<file path="src/rtl/kw_sram_pkg.sv">
// kw_sram_pkg
//   Shared types and helpers for the SRAM port controller slice.
//   - ctrl_state_e : controller sequencing states (BOOT -> INIT -> RUN)
//   - wrapInc      : circular pointer increment for non power-of-two depths
package kw_sram_pkg;

  typedef enum logic [1:0] {
    BOOT = 2'd0,
    INIT = 2'd1,
    RUN  = 2'd2
  } ctrl_state_e;

  // Pointer increment that wraps at an arbitrary depth rather than at 2**N.
  function automatic int unsigned wrapInc(input int unsigned ptr, input int unsigned depth);
    return (ptr == depth - 1) ? 0 : ptr + 1;
  endfunction

endpackage

</file>
<file path="src/rtl/kw_rsp_fifo.sv">
// kw_rsp_fifo
//   Small synchronous circular FIFO holding read responses until the
//   consumer takes them. The head entry is presented directly from the
//   storage registers, so the output is registered with no bypass path.
// Ports:
//   clock, reset_n : clock and asynchronous active-low reset
//   i_push/i_wdata : write one entry at the tail
//   i_pop          : drop the head entry (caller guarantees non-empty)
//   o_rdata        : head entry
//   o_count        : number of valid entries
module kw_rsp_fifo
  import kw_sram_pkg::*;
#(
  parameter int DATA_WIDTH = 32,
  parameter int DEPTH      = 3
) (
  input  logic                         clock,
  input  logic                         reset_n,
  input  logic                         i_push,
  input  logic [DATA_WIDTH-1:0]        i_wdata,
  input  logic                         i_pop,
  output logic [DATA_WIDTH-1:0]        o_rdata,
  output logic [$clog2(DEPTH+1)-1:0]   o_count
);

  localparam int PW = $clog2(DEPTH);
  localparam int CW = $clog2(DEPTH + 1);

  logic [DATA_WIDTH-1:0] r_mem [DEPTH];
  logic [PW-1:0]         r_wrPtr;
  logic [PW-1:0]         r_rdPtr;
  logic [CW-1:0]         r_count;

  // Storage is cleared on reset so the head reads as zero out of reset.
  always_ff @(posedge clock or negedge reset_n) begin
    if (!reset_n) begin
      for (int i = 0; i < DEPTH; i++) begin
        r_mem[i] <= '0;
      end
      r_wrPtr <= '0;
      r_rdPtr <= '0;
      r_count <= '0;
    end else begin
      if (i_push) begin
        r_mem[r_wrPtr] <= i_wdata;
        r_wrPtr        <= PW'(wrapInc(32'(r_wrPtr), DEPTH));
      end
      if (i_pop) begin
        r_rdPtr <= PW'(wrapInc(32'(r_rdPtr), DEPTH));
      end
      case ({i_push, i_pop})
        2'b10:   r_count <= r_count + 1'b1;
        2'b01:   r_count <= r_count - 1'b1;
        default: r_count <= r_count;
      endcase
    end
  end

  assign o_rdata = r_mem[r_rdPtr];
  assign o_count = r_count;

  // The controller's credit rule must never let the buffer overflow.
  a_noOverflow: assert property (@(posedge clock) disable iff (!reset_n)
    !(i_push && !i_pop && (r_count == CW'(DEPTH))));

  a_noUnderflow: assert property (@(posedge clock) disable iff (!reset_n)
    !(i_pop && (r_count == '0)));

endmodule

</file>
<file path="src/rtl/kw_sram_port_ctrl.sv">
// kw_sram_port_ctrl
//   Initiator-side controller for a single-port synchronous SRAM. Zero-fills
//   the array after reset (and on init_start), then forwards valid/ready
//   requests to the SRAM and returns read data through a response FIFO.
// Ports:
//   clock, reset_n          : clock and asynchronous active-low reset
//   init_start / init_busy  : re-run zero-fill / sweep in progress
//   req_*                   : request channel (write, addr, wdata)
//   rsp_*                   : read-response channel with backpressure
//   sram_*                  : SRAM strobes (active low), address, data
module kw_sram_port_ctrl
  import kw_sram_pkg::*;
#(
  parameter int DATA_WIDTH = 32,
  parameter int DEPTH      = 64,
  parameter int RSP_DEPTH  = 3,
  parameter int ADDR_WIDTH = $clog2(DEPTH)
) (
  input  logic                  clock,
  input  logic                  reset_n,
  input  logic                  init_start,
  output logic                  init_busy,
  input  logic                  req_valid,
  output logic                  req_ready,
  input  logic                  req_write,
  input  logic [ADDR_WIDTH-1:0] req_addr,
  input  logic [DATA_WIDTH-1:0] req_wdata,
  output logic                  rsp_valid,
  input  logic                  rsp_ready,
  output logic [DATA_WIDTH-1:0] rsp_rdata,
  output logic                  sram_cs_n,
  output logic                  sram_we_n,
  output logic                  sram_re_n,
  output logic [ADDR_WIDTH-1:0] sram_addr,
  output logic [DATA_WIDTH-1:0] sram_wdata,
  input  logic [DATA_WIDTH-1:0] sram_rdata
);

  localparam int CW = $clog2(RSP_DEPTH + 1);

  typedef struct packed {
    logic                  write;
    logic [ADDR_WIDTH-1:0] addr;
    logic [DATA_WIDTH-1:0] wdata;
  } req_t;

  ctrl_state_e           r_state;
  ctrl_state_e           w_nextState;
  logic [ADDR_WIDTH-1:0] r_sweepCnt;
  logic                  r_inflight;
  logic [ADDR_WIDTH-1:0] r_lastAddr;
  logic [DATA_WIDTH-1:0] r_lastWdata;

  req_t                  w_req;
  logic                  w_fire;
  logic                  w_pop;
  logic [CW-1:0]         w_count;
  logic [CW:0]           w_credit;
  logic                  w_sweepLast;
  logic                  w_csN;
  logic                  w_weN;
  logic                  w_reN;
  logic [ADDR_WIDTH-1:0] w_addr;
  logic [DATA_WIDTH-1:0] w_wdata;

  assign w_req = '{write: req_write, addr: req_addr, wdata: req_wdata};

  // Credits count both buffered and in-flight reads so a read that is
  // already on its way always has a free slot waiting for it.
  assign w_credit    = {1'b0, w_count} + (CW+1)'(r_inflight);
  assign req_ready   = (r_state == RUN) && !init_start && (w_credit < (CW+1)'(RSP_DEPTH));
  assign w_fire      = req_valid && req_ready;
  assign w_sweepLast = (r_sweepCnt == ADDR_WIDTH'(DEPTH - 1));
  assign init_busy   = (r_state != RUN);

  always_ff @(posedge clock or negedge reset_n) begin
    if (!reset_n) begin
      r_state     <= BOOT;
      r_sweepCnt  <= '0;
      r_inflight  <= 1'b0;
      r_lastAddr  <= '0;
      r_lastWdata <= '0;
    end else begin
      r_state     <= w_nextState;
      r_sweepCnt  <= (r_state == INIT && !w_sweepLast) ? r_sweepCnt + 1'b1 : '0;
      r_inflight  <= w_fire && !w_req.write;
      // Idle cycles keep presenting whatever was last driven.
      r_lastAddr  <= w_addr;
      r_lastWdata <= w_wdata;
    end
  end

  always_comb begin
    w_nextState = r_state;
    w_csN       = 1'b1;
    w_weN       = 1'b1;
    w_reN       = 1'b1;
    w_addr      = r_lastAddr;
    w_wdata     = r_lastWdata;
    case (r_state)
      BOOT: begin
        w_nextState = INIT;
        w_addr      = '0;
        w_wdata     = '0;
      end
      INIT: begin
        w_csN   = 1'b0;
        w_weN   = 1'b0;
        w_addr  = r_sweepCnt;
        w_wdata = '0;
        if (w_sweepLast) begin
          w_nextState = RUN;
        end
      end
      RUN: begin
        if (init_start) begin
          w_nextState = BOOT;
        end
        if (w_fire) begin
          w_csN   = 1'b0;
          w_weN   = !w_req.write;
          w_reN   = w_req.write;
          w_addr  = w_req.addr;
          w_wdata = w_req.wdata;
        end
      end
      default: begin
        w_nextState = BOOT;
      end
    endcase
  end

  assign sram_cs_n  = w_csN;
  assign sram_we_n  = w_weN;
  assign sram_re_n  = w_reN;
  assign sram_addr  = w_addr;
  assign sram_wdata = w_wdata;

  // SRAM data for a read issued last cycle is captured while r_inflight is
  // set; this is independent of state so a re-init does not lose it.
  assign rsp_valid = (w_count != '0);
  assign w_pop     = rsp_valid && rsp_ready;

  kw_rsp_fifo #(
    .DATA_WIDTH (DATA_WIDTH),
    .DEPTH      (RSP_DEPTH)
  ) u_rspFifo (
    .clock   (clock),
    .reset_n (reset_n),
    .i_push  (r_inflight),
    .i_wdata (sram_rdata),
    .i_pop   (w_pop),
    .o_rdata (rsp_rdata),
    .o_count (w_count)
  );

endmodule

</file>
<file path="config.mk">
export PLATFORM = sky130hd
export DESIGN_NAME = kw_sram_port_ctrl
export DESIGN_NICKNAME = d
export VERILOG_FILES = /design/src/rtl/kw_sram_pkg.sv /design/src/rtl/kw_rsp_fifo.sv /design/src/rtl/kw_sram_port_ctrl.sv
export SDC_FILE = /design/constraint.sdc
export NUM_CORES = 1
export LEC_CHECK = 0
export ABC_AREA = 1
export CORE_ASPECT_RATIO = 0.9
export CORE_MARGIN = 5
export CORE_UTILIZATION = 30
export DETAILED_ROUTE_END_ITERATION = 12
export PLACE_DENSITY = 0.58
export SETUP_SLACK_MARGIN = 0.15
export SLEW_MARGIN = 20
export SYNTH_ARGS = -nofsm -noshare
export SYNTH_HDL_FRONTEND = slang
export SYNTH_HIERARCHICAL = 1
export SYNTH_SLANG_ARGS = --single-unit
</file>
<file path="constraint.sdc">
create_clock -name clock -period 2.2 [get_ports clock]
set_clock_uncertainty 0.05 [all_clocks]
set_input_delay 0.44 -clock clock [delete_from_list [all_inputs] [get_ports clock]]
set_output_delay 0.44 -clock clock [all_outputs]
set_load 0.05 [all_outputs]
</file>
# ---- Word-level counts from Yosys, hierarchy flattened
# Cells that the tools add are included.
dict set report word_totals {
  regBits 149
  elab_cells 71
  output_inout_bits 76
}
dict set report op_classes {
  reduce_logical 15
  n_eq_ne 10
  addsub 6
  magnitude_cmp 4
  n_bitwise 2
  n_mux 23
}
# cell n
set ops {}
lappend ops {{32-bit two-way mux} 4}
lappend ops {{96-bit bitwise mux} 1}
lappend ops {{32-bit binary-select mux with 2-bit select} 1}
lappend ops {{32-bit demux with 2-bit select} 1}
lappend ops {{32-bit case mux with 2 select lines} 1}
lappend ops {{6-bit case mux with 3 select lines} 1}
lappend ops {{6-bit two-way mux} 2}
lappend ops {{2-bit == test, second input constant} 4}
lappend ops {{2-bit two-way mux} 4}
lappend ops {{1-bit logical AND} 7}
lappend ops {{2-bit by 1-bit adder with 2-bit output, second input constant} 3}
lappend ops {{6-bit by 1-bit adder with 6-bit output, second input constant} 1}
lappend ops {{6-bit == test, second input constant} 1}
lappend ops {{3-bit greater-or-equal comparator, second input constant} 2}
lappend ops {{2-bit inequality test, second input constant} 3}
lappend ops {{2-bit inverter with 3-bit output} 2}
lappend ops {{2-bit case mux with 3 select lines} 1}
lappend ops {{2-bit by 1-bit == test with 1-bit output, second input constant} 2}
lappend ops {{1-bit two-way mux} 4}
lappend ops {{1-bit case mux with 2 select lines} 2}
lappend ops {{2-bit case mux with 2 select lines} 1}
lappend ops {{2-bit nonzero test} 2}
lappend ops {{2-bit by 1-bit adder with 3-bit output} 1}
lappend ops {{1-bit zero test} 3}
lappend ops {{6 further kinds} 6}

# ---- Depth between registers and ports, before layout
# Gate-level depths: netlist of run 1.
dict set report logic_depth {
  depth_word 6
  mapped_depth 10
  depth_no_buf 9
}

# ---- Modules after synthesis
# The synthesis of run 1 kept the hierarchy.
# module n_inst cells_per_inst area_each_um2
set by_module_without_submodules {}
lappend by_module_without_submodules {kw_rsp_fifo 1 512 4374.2}
lappend by_module_without_submodules {kw_sram_port_ctrl 1 231 2065.7}

# ---- Least setup slack after synthesis of run 1
# No wires, ideal clock.
dict set report synth_timing {
  path_kind {flip-flop to output port}
  from {register r_inflight}
  to {output port sram_wdata[0]}
  path_stages_with_launch 11
  slack_ns -0.345
  required_ns 1.710
  t_arrival_ns 2.055
  cell_sequence {dfrtp_1 -> ha_1 -> ha_1 -> nand2_1 -> nand2_1 -> nor2_8 -> nand2_4 -> inv_4 -> buf_6 -> nand2_1 -> nand2_1}
}
dict set report synth_between {
  elab_chain_len 6
}
# element line_no
set synth_lines {}
lappend synth_lines {{start: declaration} kw_sram_port_ctrl.sv:50} ;# logic r_inflight;
lappend synth_lines {{start signal: assignment} kw_sram_port_ctrl.sv:86} ;# r_inflight <= w_fire && !w_req.write;
lappend synth_lines {{2-bit by 1-bit adder with 3-bit output} kw_sram_port_ctrl.sv:70} ;# assign w_credit = {1'b0, w_count} + (CW+1)'(r_inflight);
lappend synth_lines {{3-bit by 2-bit < comparator with 1-bit output} kw_sram_port_ctrl.sv:71} ;# assign req_ready = (r_state == RUN) && !init_start && (w_credit < (CW+1)'(RSP_DEPTH));
lappend synth_lines {{1-bit logical AND} kw_sram_port_ctrl.sv:71}
lappend synth_lines {{named net req_ready} kw_sram_port_ctrl.sv:24} ;# output logic req_ready,
lappend synth_lines {{1-bit logical AND} kw_sram_port_ctrl.sv:72} ;# assign w_fire = req_valid && req_ready;
lappend synth_lines {{32-bit two-way mux} kw_sram_port_ctrl.sv:119} ;# if (w_fire) begin
lappend synth_lines {{32-bit case mux with 2 select lines} kw_sram_port_ctrl.sv:100} ;# case (r_state)
lappend synth_lines {{end: declaration} kw_sram_port_ctrl.sv:35} ;# output logic [DATA_WIDTH-1:0] sram_wdata,
# The timed path passes the listed nets, and every way through them passes these cells.

# ---- Final worst setup path of run 1
dict set report layout_timing {
  from {register r_inflight}
  to {output port sram_wdata[25]}
}
dict set report layout_between {
  elab_chain_len 6
}
# element line_no
set layout_lines {}
lappend layout_lines {{2-bit by 1-bit adder with 3-bit output} kw_sram_port_ctrl.sv:70}
lappend layout_lines {{3-bit by 2-bit < comparator with 1-bit output} kw_sram_port_ctrl.sv:71}
lappend layout_lines {{1-bit logical AND} kw_sram_port_ctrl.sv:71}
lappend layout_lines {{1-bit logical AND} kw_sram_port_ctrl.sv:72}
lappend layout_lines {{32-bit two-way mux} kw_sram_port_ctrl.sv:119}
lappend layout_lines {{32-bit case mux with 2 select lines} kw_sram_port_ctrl.sv:100}
# Every way passes these cells.

==> flow_summary_export.csv, run 1 <==
group,metric,value,unit
placed_design,routabilityCongestion,0.748,
placed_design,post_dp_cell_area,0.00953,mm2
pwr,pwr-share-comb,58.4,%
cells_and_area,antenna_cells,0,
floorplanning,initial_core_util,30.7,%
drt,first_pass_iters,5,
timing,period_share,119,%
synthesis,synth_edf_count,0,
drt,wl_per_cell,16.4,um
critical_path,r2r_start,"r_inflight",
timing,setup_slack,-0.416,ns
drt,first_iter_violations,358,
floorplanning,die-area,0.0245,mm2
global_routing,grt-ovfl-total,0,
placed_design,port-buffer-count,151,
cells_and_area,fin_cells,1243,
timing,final_max_slew_viol_count,0,
drt,wl,20.3,mm
pwr,p_per_area,1210,mW/mm2
synthesis,synth-seq-area-share,57.9,%
cts,numCtsBuffers,17,
critical_path,crit_path_start_kind,"flop",
global_routing,track_usage,17.2,%
pwr,p_int,0.00854,W
timing,rsz0062_at_grt,"yes",
global_routing,grt_pass1_vias,6101,
timing,hold_viol_final,0,
drt,drc,0,
min_path,hold_class,"reg2reg",
placed_design,dpl.cell_count,1172,
cts,htree_levels,4,
cts,clk_pin_slew,0.06,ns
drt,via_per_inst,4.64,
synthesis,yosysUniqueCellTypes,30,
cts,clock_latency,0.42,ns
pwr,total_power,0.0143,W
global_routing,grt_pass1_wl,32.9,mm
synthesis,synth-seq-cells,149,
pwr,sw_frac_of_total,40.3,%
critical_path,ff2ff_setup_slack,0.28,ns
timing,fin_crit,2.62,ns
cells_and_area,multi_input_area,0.00361,mm2
min_path,hp-start,"u_rspFifo/r_mem[95]",
placed_design,pre_cts_ws,-0.174,ns
drt,vias,5765,
critical_path,cp_max_fo,6,
synthesis,async_flop_share,100,%
placed_design,place_hpwl,12.3,mm
drt,ant_nets,0,
pwr,p_sw,0.00576,W
timing,tightest_slew,0.442,ns
critical_path,path_class,"reg2out",
min_path,hold_end,"u_rspFifo/r_mem[95]",
cells_and_area,finalInstanceArea,0.0118,mm2
floorplanning,die_w,164,um
critical_path,r2r_end,"r_lastWdata[13]",
critical_path,cp.arrival,2.13,ns
pwr,vdd_drop_max,0.800,mV
cts,root_buffer,"clkbuf_16",
cells_and_area,nNetsFinal,1025,
status,violations,"setup timing",
cts,clockBufferDepth,2,
timing,slew_headroom,70.6,%
cells_and_area,register_area,0.00373,mm2
timing,setup_viol,73,
synthesis,syn_inst,743,
critical_path,cp-end-kind,"primary output",
global_routing,antenna_found_initial,1,
critical_path,worstRegToRegCells,11,
critical_path,crit_required,1.71,ns
status,status,"finished, violations left",
floorplanning,rows,50,
cells_and_area,fillers,1732,
pwr,leakagePower,5.55,nW
cells_and_area,area_delta_synth_final,83.0,%
global_routing,grt_max_degree,54,
pwr,seq_power_share,21.8,%
floorplanning,core_area,0.0210,mm2
run,cap_violations,0,
cells_and_area,final_util,56.2,%
synthesis,synth_area,0.00644,mm2
synthesis,yosysWarnings,6,
pwr,p_clk_share,19.9,%
synthesis,syn-num-nets,823,
cells_and_area,layout-drive-gt1-share,39.9,%
min_path,whs_path_depth,2,
cts,clock-sinks,149,
timing,fmax,382,MHz
floorplanning,die_h,149,um
synthesis,synth_ff_type,"dfrtp_1",
floorplanning,ios,152,
synthesis,syn_avg_cell_area,8.67,um2
cts,cts_tree,"yes",
## power groups by stage
| stage | Combinational [W] | Clock (W) | Sequential (W) |
|---|---|---|---|
| after floorplan | 0.00308 | 0 | 0.00311 |
| after global placement | 0.00608 | 0 | 0.00314 |
| after detailed placement | 0.00610 | 0 | 0.00315 |
| after CTS | 0.00822 | 0.00291 | 0.00311 |
| after global routing | 0.00876 | 0.00303 | 0.00313 |
| final | 0.00835 | 0.00284 | 0.00311 |
## cell usage after synthesis, types with 2 or more instances
library cell	instances	area, um2
nand2_1	286	1070
dfrtp_1	149	3730
o21ai_1	85	425
nand3_1	79	395
inv_1	50	188
o21ai_0	18	90.1
buf_2	15	75.1
buf_6	11	124
nor2_1	9	33.8
buf_4	6	45.0
clkbuf_1	5	18.8
buf_1	4	15.0
ha_1	4	50.1
nor2_2	3	18.8
inv_2	2	7.51
nand4_1	2	12.5
nor3_1	2	10.0
## what timing repair did
| item | in CTS | in global routing |
|---|---|---|
| setup endpoints to repair | 75 | 75 |
| pin swaps | 35 | 9 |
| setup buffers | 22 | 6 |
| hold buffers | 1 | 0 |
| hold endpoints to repair | 38 | 0 |
| gates cloned | 11 | 0 |
| resized for setup | 227 | 42 |
## how the worst max path moves through the flow
stage | startpoint | to | depth (start not counted)
finish | r_inflight | sram_wdata[25] | 11
global route | r_inflight | sram_wdata[22] | 10
CTS | r_inflight | sram_wdata[19] | 11
detailed placement | init_start | sram_wdata[26] | 10
global placement | init_start | sram_wdata[26] | 10
floorplan | u_rspFifo/o_count[0] | sram_wdata[12] | 10
## cells by family after synthesis
group | count (synthesis) | synth area share [%]
compound gates | 108 | 8.59
flops | 149 | 57.9
xor+xnor | 1 | 0.136
simple gates | 387 | 25.2
fa+ha+maj | 4 | 0.777
buf+inv | 94 | 7.44
## layout make-up
| class | count | share of cell area, % |
|---|---|---|
| flip-flops and latches | 149 | 31.7 |
| multi-input cells | 500 | 30.6 |
| clock buffers | 19 | 3.67 |
| clock inverters | 12 | 1.13 |
| repair buffers | 223 | 28.0 |
| inverters | 53 | 1.82 |
| well taps | 286 | 3.04 |
| repair inverters | 1 | 0.0743 |
## flip-flops by register name (all words and copies together) (netlist names)
| register | cells |
|---|---|
| r_lastWdata | 32 |
| r_state | 2 |
| u_rspFifo/o_count | 2 |
| u_rspFifo/r_mem | 96 |
| u_rspFifo/r_wrPtr | 2 |
| r_lastAddr | 6 |
| r_sweepCnt | 6 |
| r_inflight | 1 |
| u_rspFifo/r_rdPtr | 2 |
## per-layer routing
metal  wire length [um]  up-vias  track usage (%)
li1                   -     2799                -
met1               8400     2739             21.5
met2               9520      199             26.9
met3               2000       26             7.63
met4                417        2             5.16
met5                 13        -                0
## metrics by stage
stage | hold WS [ns] | TNS, ns
6_report | 0.439 | -19.69
5_1_grt | 0.456 | -25.59
4_1_cts | 0.441 | -20.72
3_5_place_dp | 0.351 | -5.52
3_3_place_gp | 0.348 | -5.09
2_1_floorplan | 0.0944 | -0.863
## cell usage in the layout (no fill, tap or decap), types with 17 or more instances in the layout
master,netlist,routed
o21ai_0,18,18
buf_12,0,91
nand3_4,1,38
nand2_2,0,34
dfrtp_1,149,146
clkdlybuf4s50_1,0,74
nand3_1,79,23
buf_4,6,28
inv_1,50,47
nand3_2,1,20
clkbuf_16,0,17
nand2_1,286,162
nand2_4,1,89
o21ai_1,85,84
## worst max-delay path, cell delays in order (launching register included)
cell     delay (ns)
dfrtp_1        0.39
ha_2           0.20
ha_4           0.22
nand2_4        0.06
nand2_4        0.06
nor2_8         0.12
nand2_8        0.12
inv_12         0.13
buf_12         0.15
nand2_4        0.05
nand2_4        0.08
buf_12         0.13
No activity file was read; power rests on OpenSTA's default activity.
==> inputs of run 2 (changes only) <==
- CORE_UTILIZATION: 30 -> 38
- PLACE_DENSITY: 0.58 -> 0.69
==> flow_summary_export.csv, run 2 (synthesized netlist as in run 1, its figures left out) <==
group,metric,value,unit
timing,setup_slack,-0.415,ns
global_routing,track_usage,20.9,%
cells_and_area,nNetsFinal,1020,
floorplanning,rows,45,
drt,ant_nets,0,
critical_path,critPathBufInv,3,
critical_path,crit_path_start_kind,"flop",
global_routing,grt_pass1_vias,6148,
critical_path,cp.arrival,2.13,ns
placed_design,routabilityCongestion,0.766,
status,status,"finished, violations left",
global_routing,antenna_found_initial,0,
floorplanning,die-area,0.0197,mm2
global_routing,grt-ovfl-total,0,
floorplanning,ios,152,
timing,setup_viol,73,
floorplanning,core_area,0.0168,mm2
timing,fmax,382,MHz
min_path,hp-start,"u_rspFifo/r_mem[4]",
critical_path,crit_required,1.71,ns
critical_path,worstRegToRegCells,12,
timing,hold_ws,0.439,ns
critical_path,path_class,"reg2out",
cts,numCtsBuffers,17,
timing,tightest_slew,0.472,ns
timing,period_share,119,%
drt,wl,20.4,mm
timing,fin_crit,2.62,ns
critical_path,cp-end-kind,"primary output",
timing,rsz0062_at_grt,"yes",
cells_and_area,largest_register,"u_rspFifo/r_mem",
timing,hold_viol_final,0,
min_path,whs_path_depth,2,
placed_design,port-buffer-count,151,
cts,clock-sinks,149,
cells_and_area,final_common_cell,"nand2_1",
critical_path,r2r_end,"r_lastAddr[4]",
status,violations,"setup timing",
timing,final_max_slew_viol_count,0,
cts,clk_pin_slew,0.06,ns
drt,wl_per_cell,17.5,um
cells_and_area,fillers,1176,
global_routing,grt_pass1_wl,32.5,mm
cts,root_buffer,"clkbuf_16",
placed_design,pre_cts_ws,-0.136,ns
pwr,vdd_drop_max,0.871,mV
cts,htree_levels,4,
drt,first_pass_iters,7,
critical_path,path_cells,"ha_2 -> ha_4 -> nand2_4 -> nand2_4 -> nor2_8 -> nand2_8 -> clkinv_8 -> buf_4 -> nand2_2 -> nand2_4 -> buf_12",
cells_and_area,area_delta_synth_final,80.7,%
floorplanning,die_h,134,um
pwr,p_per_area,1220,mW/mm2
timing,slew_headroom,68.5,%
critical_path,cp_max_fo,7,
cells_and_area,fin_cells,1164,
min_path,hold_end,"u_rspFifo/r_mem[4]",
drt,drc,0,
cells_and_area,finalInstanceArea,0.0116,mm2
placed_design,dpl.cell_count,1100,
cells_and_area,reg_top3,"u_rspFifo/r_mem x96, r_lastWdata x32",
placed_design,place_hpwl,11.8,mm
global_routing,grt_max_degree,53,
critical_path,critPathMaxStageDelay,0.38,ns
cells_and_area,largest_reg_flops,96,
cts,clockBufferDepth,2,
cells_and_area,antenna_cells,0,
floorplanning,initial_core_util,38.4,%
critical_path,crit_family,"adder cells",
critical_path,critical_path.slowest_cell,"dfrtp_1",
cells_and_area,layout-drive-gt1-share,39.7,%
drt,first_iter_violations,315,
cts,cts_tree,"yes",
min_path,hold_class,"reg2reg",
critical_path,ff2ff_setup_slack,0.26,ns
placed_design,post_dp_cell_area,0.00945,mm2
run,cap_violations,0,
floorplanning,die_w,147,um
critical_path,cp_common_cell,"nand2_4",
critical_path,r2r_start,"r_inflight",
drt,via_per_inst,5.06,
cells_and_area,final_util,69.4,%
drt,vias,5893,
cells_and_area,layout_common_cells,"nand2_1 (160), dfrtp_1 (147), nand2_4 (88)",
cts,clock_latency,0.42,ns
pwr,leakagePower,5.47,nW
[run 2: layout make-up]
type,instances,area [um2],area share (%)
Timing Repair Buffer,219,3220,27.7
Inverter,53,214,1.84
Clock buffer,22,474,4.07
Sequential cell,149,3730,32.1
Multi-Input combinational cell,500,3640,31.3
Tap cell,211,264,2.27
Clock inverter,10,97.6,0.839
[run 2: worst max path at each step]
stage | start | end | cells past startpoint
floorplan | u_rspFifo/o_count[0] | sram_wdata[12] | 10
global placement | init_start | sram_wdata[31] | 10
detailed placement | init_start | sram_wdata[2] | 10
CTS | u_rspFifo/o_count[0] | sram_wdata[24] | 11
global route | r_inflight | sram_wdata[5] | 11
finish | r_inflight | sram_wdata[28] | 11
[run 2: worst register-to-register path, delay by kind of cell, from the launching register on]
kind / cells / cell delay, ns
fa+ha+maj: 2 / 0.47
buf+inv: 4 / 0.49
flops: 1 / 0.38
simple gates: 6 / 0.44
[run 2: per-layer routing]
metal,vias to the layer above,GRT usage (%),routed length [um]
li1,2784,-,-
met1,2870,25.3,8030
met2,213,34.0,10100
met3,26,9.25,1890
met4,0,5.95,374
met5,-,0,0
[run 2: metrics by stage]
stage                     setup TNS (ns)  power [W]
after floorplan                   -0.863    0.00619
after CTS                         -18.17     0.0140
after global routing              -23.57     0.0148
after global placement             -4.05    0.00909
after detailed placement           -4.12    0.00913
final                             -16.91     0.0142
[run 2: report_power, final]
part / switching (W) / internal, W
Sequential: 0.000179 / 0.00294
Combinational: 0.00444 / 0.00383
Clock: 0.00115 / 0.00165
Total: 0.00578 / 0.00842
[run 2: repair_timing]
item,in CTS,in global routing
cloned,10,3
setup endpoints to repair,75,75
hold buffers,1,0
setup buffers,13,5
pin swaps,34,14
endpoints found under the hold margin,43,0
gates resized for setup,214,46
